## config.mk

```make
export PLATFORM = sky130hd
export DESIGN_NAME = map_context_engine
export DESIGN_NICKNAME = d
export VERILOG_FILES = /design/src/rtl/map_context_engine.sv
export SDC_FILE = /design/constraint.sdc
export NUM_CORES = 1
export LEC_CHECK = 0
export CORE_ASPECT_RATIO = 1.75
export CORE_MARGIN = 3
export CORE_UTILIZATION = 56
export DETAILED_ROUTE_END_ITERATION = 6
export DONT_BUFFER_PORTS = 1
export GPL_TIMING_DRIVEN = 1
export PLACE_DENSITY_LB_ADDON = 0.1
export RECOVER_POWER = 25
export SYNTH_ARGS = -nofsm -noshare
export SYNTH_HDL_FRONTEND = slang
export SYNTH_SLANG_ARGS = --single-unit
```

## constraint.sdc

```tcl
create_clock -name clk -period 7.03 [get_ports clk]
set_input_delay 1.406 -clock clk [delete_from_list [all_inputs] [get_ports clk]]
set_output_delay 1.406 -clock clk [all_outputs]
set_load 0.03 [all_outputs]
```

## src/rtl/map_context_engine.sv

```systemverilog
// Save/restore engine for the 4510 mapper state: walks the mapper register view to/from a memory buffer.
// Optional MAP_CTX_CHECKSUM_EN adds a 5th checksum byte and aborts restores whose checksum mismatches.
module map_context_engine (
    input  logic        clk,
    input  logic        reset,
    input  logic        save_req,
    input  logic        restore_req,
    input  logic [19:0] base_addr,
    output logic        busy,
    output logic        done,
    output logic        error,
    output logic [1:0]  map_reg_sel,
    input  logic [7:0]  map_reg,
    output logic [7:0]  map_data,
    output logic        load_a,
    output logic        load_x,
    output logic        load_y,
    output logic        load_z,
    output logic [19:0] mem_addr,
    output logic [7:0]  mem_data_o,
    input  logic [7:0]  mem_data_i,
    output logic        mem_we,
    output logic        mem_re,
    input  logic        ready
);

`ifdef MAP_CTX_CHECKSUM_EN
    localparam logic [2:0] LAST_BYTE = 3'd4;
`else
    localparam logic [2:0] LAST_BYTE = 3'd3;
`endif
    localparam logic [7:0] CHK_SEED = 8'hA5;

    typedef enum logic [2:0] {IDLE, SAVE, FETCH, COMMIT, DONE} state_t;

    state_t      state_reg, state_next;
    logic [2:0]  cnt_reg, cnt_next;
    logic [19:0] base_reg, base_next;
    logic [7:0]  sum_reg, sum_next;
    logic        err_reg, err_next;
    logic        shadow_we;
    logic [3:0]  load_vec;
    logic [7:0]  shadow_reg [0:3];

    always_ff @(posedge clk) begin
        if (reset) begin
            state_reg <= IDLE;
            cnt_reg   <= 3'd0;
            base_reg  <= 20'd0;
            sum_reg   <= 8'd0;
            err_reg   <= 1'b0;
        end else begin
            state_reg <= state_next;
            cnt_reg   <= cnt_next;
            base_reg  <= base_next;
            sum_reg   <= sum_next;
            err_reg   <= err_next;
        end
    end

    // Shadow bytes need no reset: they are only read in COMMIT after a full fetch.
    generate
        for (genvar gi = 0; gi < 4; gi++) begin : g_shadow
            always_ff @(posedge clk) begin
                if (!reset && shadow_we && cnt_reg[1:0] == 2'(gi))
                    shadow_reg[gi] <= mem_data_i;
            end
        end
    endgenerate

    assign load_a = load_vec[0];
    assign load_x = load_vec[1];
    assign load_y = load_vec[2];
    assign load_z = load_vec[3];

    always_comb begin
        state_next  = state_reg;
        cnt_next    = cnt_reg;
        base_next   = base_reg;
        sum_next    = sum_reg;
        err_next    = err_reg;
        shadow_we   = 1'b0;
        busy        = (state_reg != IDLE);
        done        = 1'b0;
        error       = 1'b0;
        map_reg_sel = 2'd0;
        map_data    = 8'd0;
        load_vec    = 4'd0;
        mem_addr    = 20'd0;
        mem_data_o  = 8'd0;
        mem_we      = 1'b0;
        mem_re      = 1'b0;

        case (state_reg)
            IDLE: begin
                cnt_next = 3'd0;
                sum_next = 8'd0;
                err_next = 1'b0;
                if (save_req) begin
                    base_next  = base_addr;
                    state_next = SAVE;
                end else if (restore_req) begin
                    base_next  = base_addr;
                    state_next = FETCH;
                end
            end
            SAVE: begin
                map_reg_sel = cnt_reg[1:0];
                mem_addr    = base_reg + 20'(cnt_reg);
                mem_we      = 1'b1;
                mem_data_o  = map_reg;
`ifdef MAP_CTX_CHECKSUM_EN
                if (cnt_reg[2])
                    mem_data_o = sum_reg ^ CHK_SEED;
`endif
                if (ready) begin
                    sum_next = sum_reg ^ map_reg;
                    if (cnt_reg == LAST_BYTE) begin
                        cnt_next   = 3'd0;
                        state_next = DONE;
                    end else begin
                        cnt_next = cnt_reg + 3'd1;
                    end
                end
            end
            FETCH: begin
                mem_addr = base_reg + 20'(cnt_reg);
                mem_re   = 1'b1;
                if (ready) begin
                    shadow_we = !cnt_reg[2];
                    sum_next  = sum_reg ^ mem_data_i;
                    if (cnt_reg == LAST_BYTE) begin
                        cnt_next   = 3'd0;
                        state_next = COMMIT;
`ifdef MAP_CTX_CHECKSUM_EN
                        if (mem_data_i != (sum_reg ^ CHK_SEED)) begin
                            err_next   = 1'b1;
                            state_next = DONE;
                        end
`endif
                    end else begin
                        cnt_next = cnt_reg + 3'd1;
                    end
                end
            end
            COMMIT: begin
                load_vec[cnt_reg[1:0]] = 1'b1;
                map_data = shadow_reg[cnt_reg[1:0]];
                if (cnt_reg == 3'd3) begin
                    cnt_next   = 3'd0;
                    state_next = DONE;
                end else begin
                    cnt_next = cnt_reg + 3'd1;
                end
            end
            DONE: begin
                done       = 1'b1;
                error      = err_reg;
                state_next = IDLE;
            end
            default: state_next = IDLE;
        endcase
    end

endmodule

```

==> impl_metrics.py <==
metrics = {
    "routing": {
        "wire_per_inst_microns": 18.7,
        "via_per_inst": 6.02,
        "route.vias.total": 1991,
        "route.detailed.drc": 0,
        "ant_nets": 0,
        "drt_iter0_markers": 47,
        "drt_pass1_iterations": 4,
        "drt_wl_total_microns": 6190,
    },
    "global_routing": {
        "grt_pass1_vias": 1993,
        "gr-usage-all-layers": 0.205,
        "antenna_found_initial": 0,
        "grt.overflow.total": 0,
        "grt_pass1_wl_microns": 9460,
        "grt_max_degree": 28,
    },
    "yosys": {
        "synth_edf_count": 32,
        "ys_top_cells_by_area": "edfxtp_1 (32%), dfxtp_1 (19%), mux2i_1 (6.9%)",
        "syn_nets": 324,
        "netlist_instances": 275,
        "synth.largest_area_cell": "edfxtp_1",
        "yosysTopAreaCellShare": 0.318,
        "async_flop_share": 0,
        "avgSynthCellArea_sq_um": 11.0,
        "ys.flop_type": "edfxtp_1",
        "ys_warn_count": 0,
        "synth_seq_cells": 60,
        "ys_seq_area_frac": 0.503,
        "ys_types": 43,
        "syn_area_sq_um": 3030,
    },
    "final_layout": {
        "fillCellCount": 443,
        "syn_to_final_growth_pct": 6.62,
        "largest_register_ffs": 32,
        "instances_no_fill": 331,
        "layout-drive-gt1-share": 0.0903,
        "diodes": 0,
        "nets": 321,
    },
    "floorplan": {
        "start_util": 0.593,
        "rows": 34,
        "num_io_pins": 88,
        "die_w_microns": 61.6,
        "core-area_sq_um": 5100,
        "die_y_microns": 103,
        "die_area_sq_um": 6360,
    },
    "setup_path": {
        "crit_fanout": 7,
        "crit_type": "flip-flop to primary output",
        "cp.arrival_ns": 2.95,
        "rr_worst_depth": 3,
        "crit_required_ns": 5.62,
        "critPathCaptureType": "primary output",
        "worstPathCellList": "ha_1 -> inv_1 -> fa_1 -> nor2b_1 -> o2111ai_1 -> or3_1 -> a21oi_1",
        "startpoint_type": "flip-flop",
        "max_stage_delay_ns": 0.54,
        "cp_slowest_cell": "a21oi_1",
    },
    "place": {
        "io_buffers": 0,
        "gp_congestion": 0.829,
        "dp.final_hpwl_microns": 4730,
        "placed_cells": 315,
    },
    "clock_network": {
        "clockBufferDepth": 2,
        "cts_made_buffers": 9,
        "tritoncts_num_sinks": 60,
        "clk_pin_slew_ns": 0.06,
        "cts_max_level": 3,
        "ctsResizeCount": 0,
        "clock-root-buffer": "clkbuf_8",
        "cts_setup_buffers": 0,
        "cts_tree": "done",
        "clock_latency_ns": 0.32,
        "hold_buffers": 0,
    },
    "timing": {
        "finalHoldViolations": 0,
        "max_slew_margin": 0.332,
        "rsz0062_at_grt": "no",
        "fmax_ghz": 0.230,
        "drv_slew": 0,
        "finalCriticalPeriod_ns": 4.36,
        "finalSetupViolations": 0,
        "finalSetupTns_ns": 0,
        "fin_worst_skew_ns": 0.00899,
        "worstMarginPinSlew_ns": 0.994,
        "holdWs_ns": 0.502,
        "fin_crit_sh": 0.620,
    },
    "power": {
        "leakage_nw": 1.16,
        "p_sw_uw": 275,
        "p_int_uw": 652,
        "combPwrFrac": 0.195,
        "p_sw_frac": 0.297,
        "p_total_uw": 927,
        "clock_power_share": 0.345,
        "peakVddDrop_mv": 0.158,
        "p_seq_frac": 0.459,
        "powerDensity_nw_per_um2": 287,
    },
    "worst_hold_path": {
        "hold_path_class": "flip-flop to flip-flop",
        "min_path_cells": 1,
    },
    "outcome": {
        "status": "finished clean",
    },
    "flow_run": {
        "drv_cap": 0,
    },
}
[power by group through the flow]
stage | logic [mW] | clock network, mW | registers, mW
final | 0.181 | 0.320 | 0.426
after global routing | 0.199 | 0.342 | 0.430
after CTS | 0.184 | 0.327 | 0.426
after detailed placement | 0.183 | 0 | 0.434
after global placement | 0.182 | 0 | 0.433
after floorplan | 0.179 | 0 | 0.414
[through the flow]
stage           util  cell area (sq um)  worst slack (ns)
5_1_grt        0.632               3230              2.42
4_1_cts        0.632               3230              2.64
2_1_floorplan      -               3030              3.24
3_3_place_gp   0.591               3020              3.07
6_report       0.632               3230              2.67
3_5_place_dp   0.591               3020              3.01
[cells by family (layout without fill, tap and decap cells)]
| family | count (synthesis) | after routing | share of synthesized area |
|---|---|---|---|
| AND/OR/NAND/NOR | 112 | 112 | 0.192 |
| XOR/XNOR | 9 | 9 | 0.0261 |
| adder cells (fa/ha/maj) | 8 | 8 | 0.0356 |
| multiplexers | 30 | 30 | 0.133 |
| buffers and inverters | 22 | 24 | 0.0364 |
| other | 1 | 1 | 0.00124 |
| flip-flops | 60 | 60 | 0.503 |
| AO/OA/AOI/OAI | 33 | 33 | 0.0728 |
[cells in the final DEF, fill, tap and decap left out, drive strengths merged, types with 3 or more instances in the layout]
cell type	instances
nor2	40
edfxtp	32
dfxtp	28
and2	26
mux2i	21
nand2	11
a21oi	10
clkbuf	10
mux4	8
inv	7
o21ai	7
ha	7
or4	6
xor2	5
nor3	5
nand2b	4
or3	4
nand3	4
xnor2	4
o31ai	4
o211ai	4
clkinv	3
and4	3
[layout make-up]
type | instances | area [sq um] | share of cell area
Clock inverter | 6 | 78.8 | 0.0244
Sequential cell | 60 | 1520 | 0.472
Clock buffer | 10 | 128 | 0.0396
Timing Repair Buffer | 1 | 7.51 | 0.00233
Multi-Input combinational cell | 193 | 1400 | 0.433
Inverter | 7 | 26.3 | 0.00815
Tap cell | 54 | 67.6 | 0.0209
[critical path, delay by kind of cell, from the launching register on]
family / cells / cell delay [ns]
adders and majority gates: 2 / 0.57
buffers and inverters: 1 / 0.05
DFF: 1 / 0.43
and+or+nand+nor: 2 / 0.73
AOI/OAI and AO/OA: 2 / 0.84
[metal layers]
metal | part of all wire | vias to the layer above | global-route usage
li1 | - | 979 | -
met1 | 0.34 | 946 | 0.205
met2 | 0.58 | 59 | 0.372
met3 | 0.064 | 7 | 0.0634
met4 | 0.013 | 0 | 0.0882
met5 | 0 | - | 0
[final timing paths]
check	startpoint	endpoint	slack, ns
setup / recovery	cnt_reg[0]	mem_addr[16]	2.67
hold / removal	cnt_reg[2]	cnt_reg[2]	0.50
setup reg to reg	state_reg[1]	shadow_reg[2][7]	5.02
hold reg to reg	cnt_reg[2]	cnt_reg[2]	0.50
[cells in the mapped netlist, drive strengths merged (5+ instances only)]
library cell	number
clkbuf	7
mux2i	21
buf	8
mux4	8
nor3	5
dfxtp	28
edfxtp	32
a21oi	10
nor2	40
nand2	11
ha	7
o21ai	7
xor2	5
inv	7
or4	6
and2	26
Note: power is estimated with default switching activity, not from simulation.
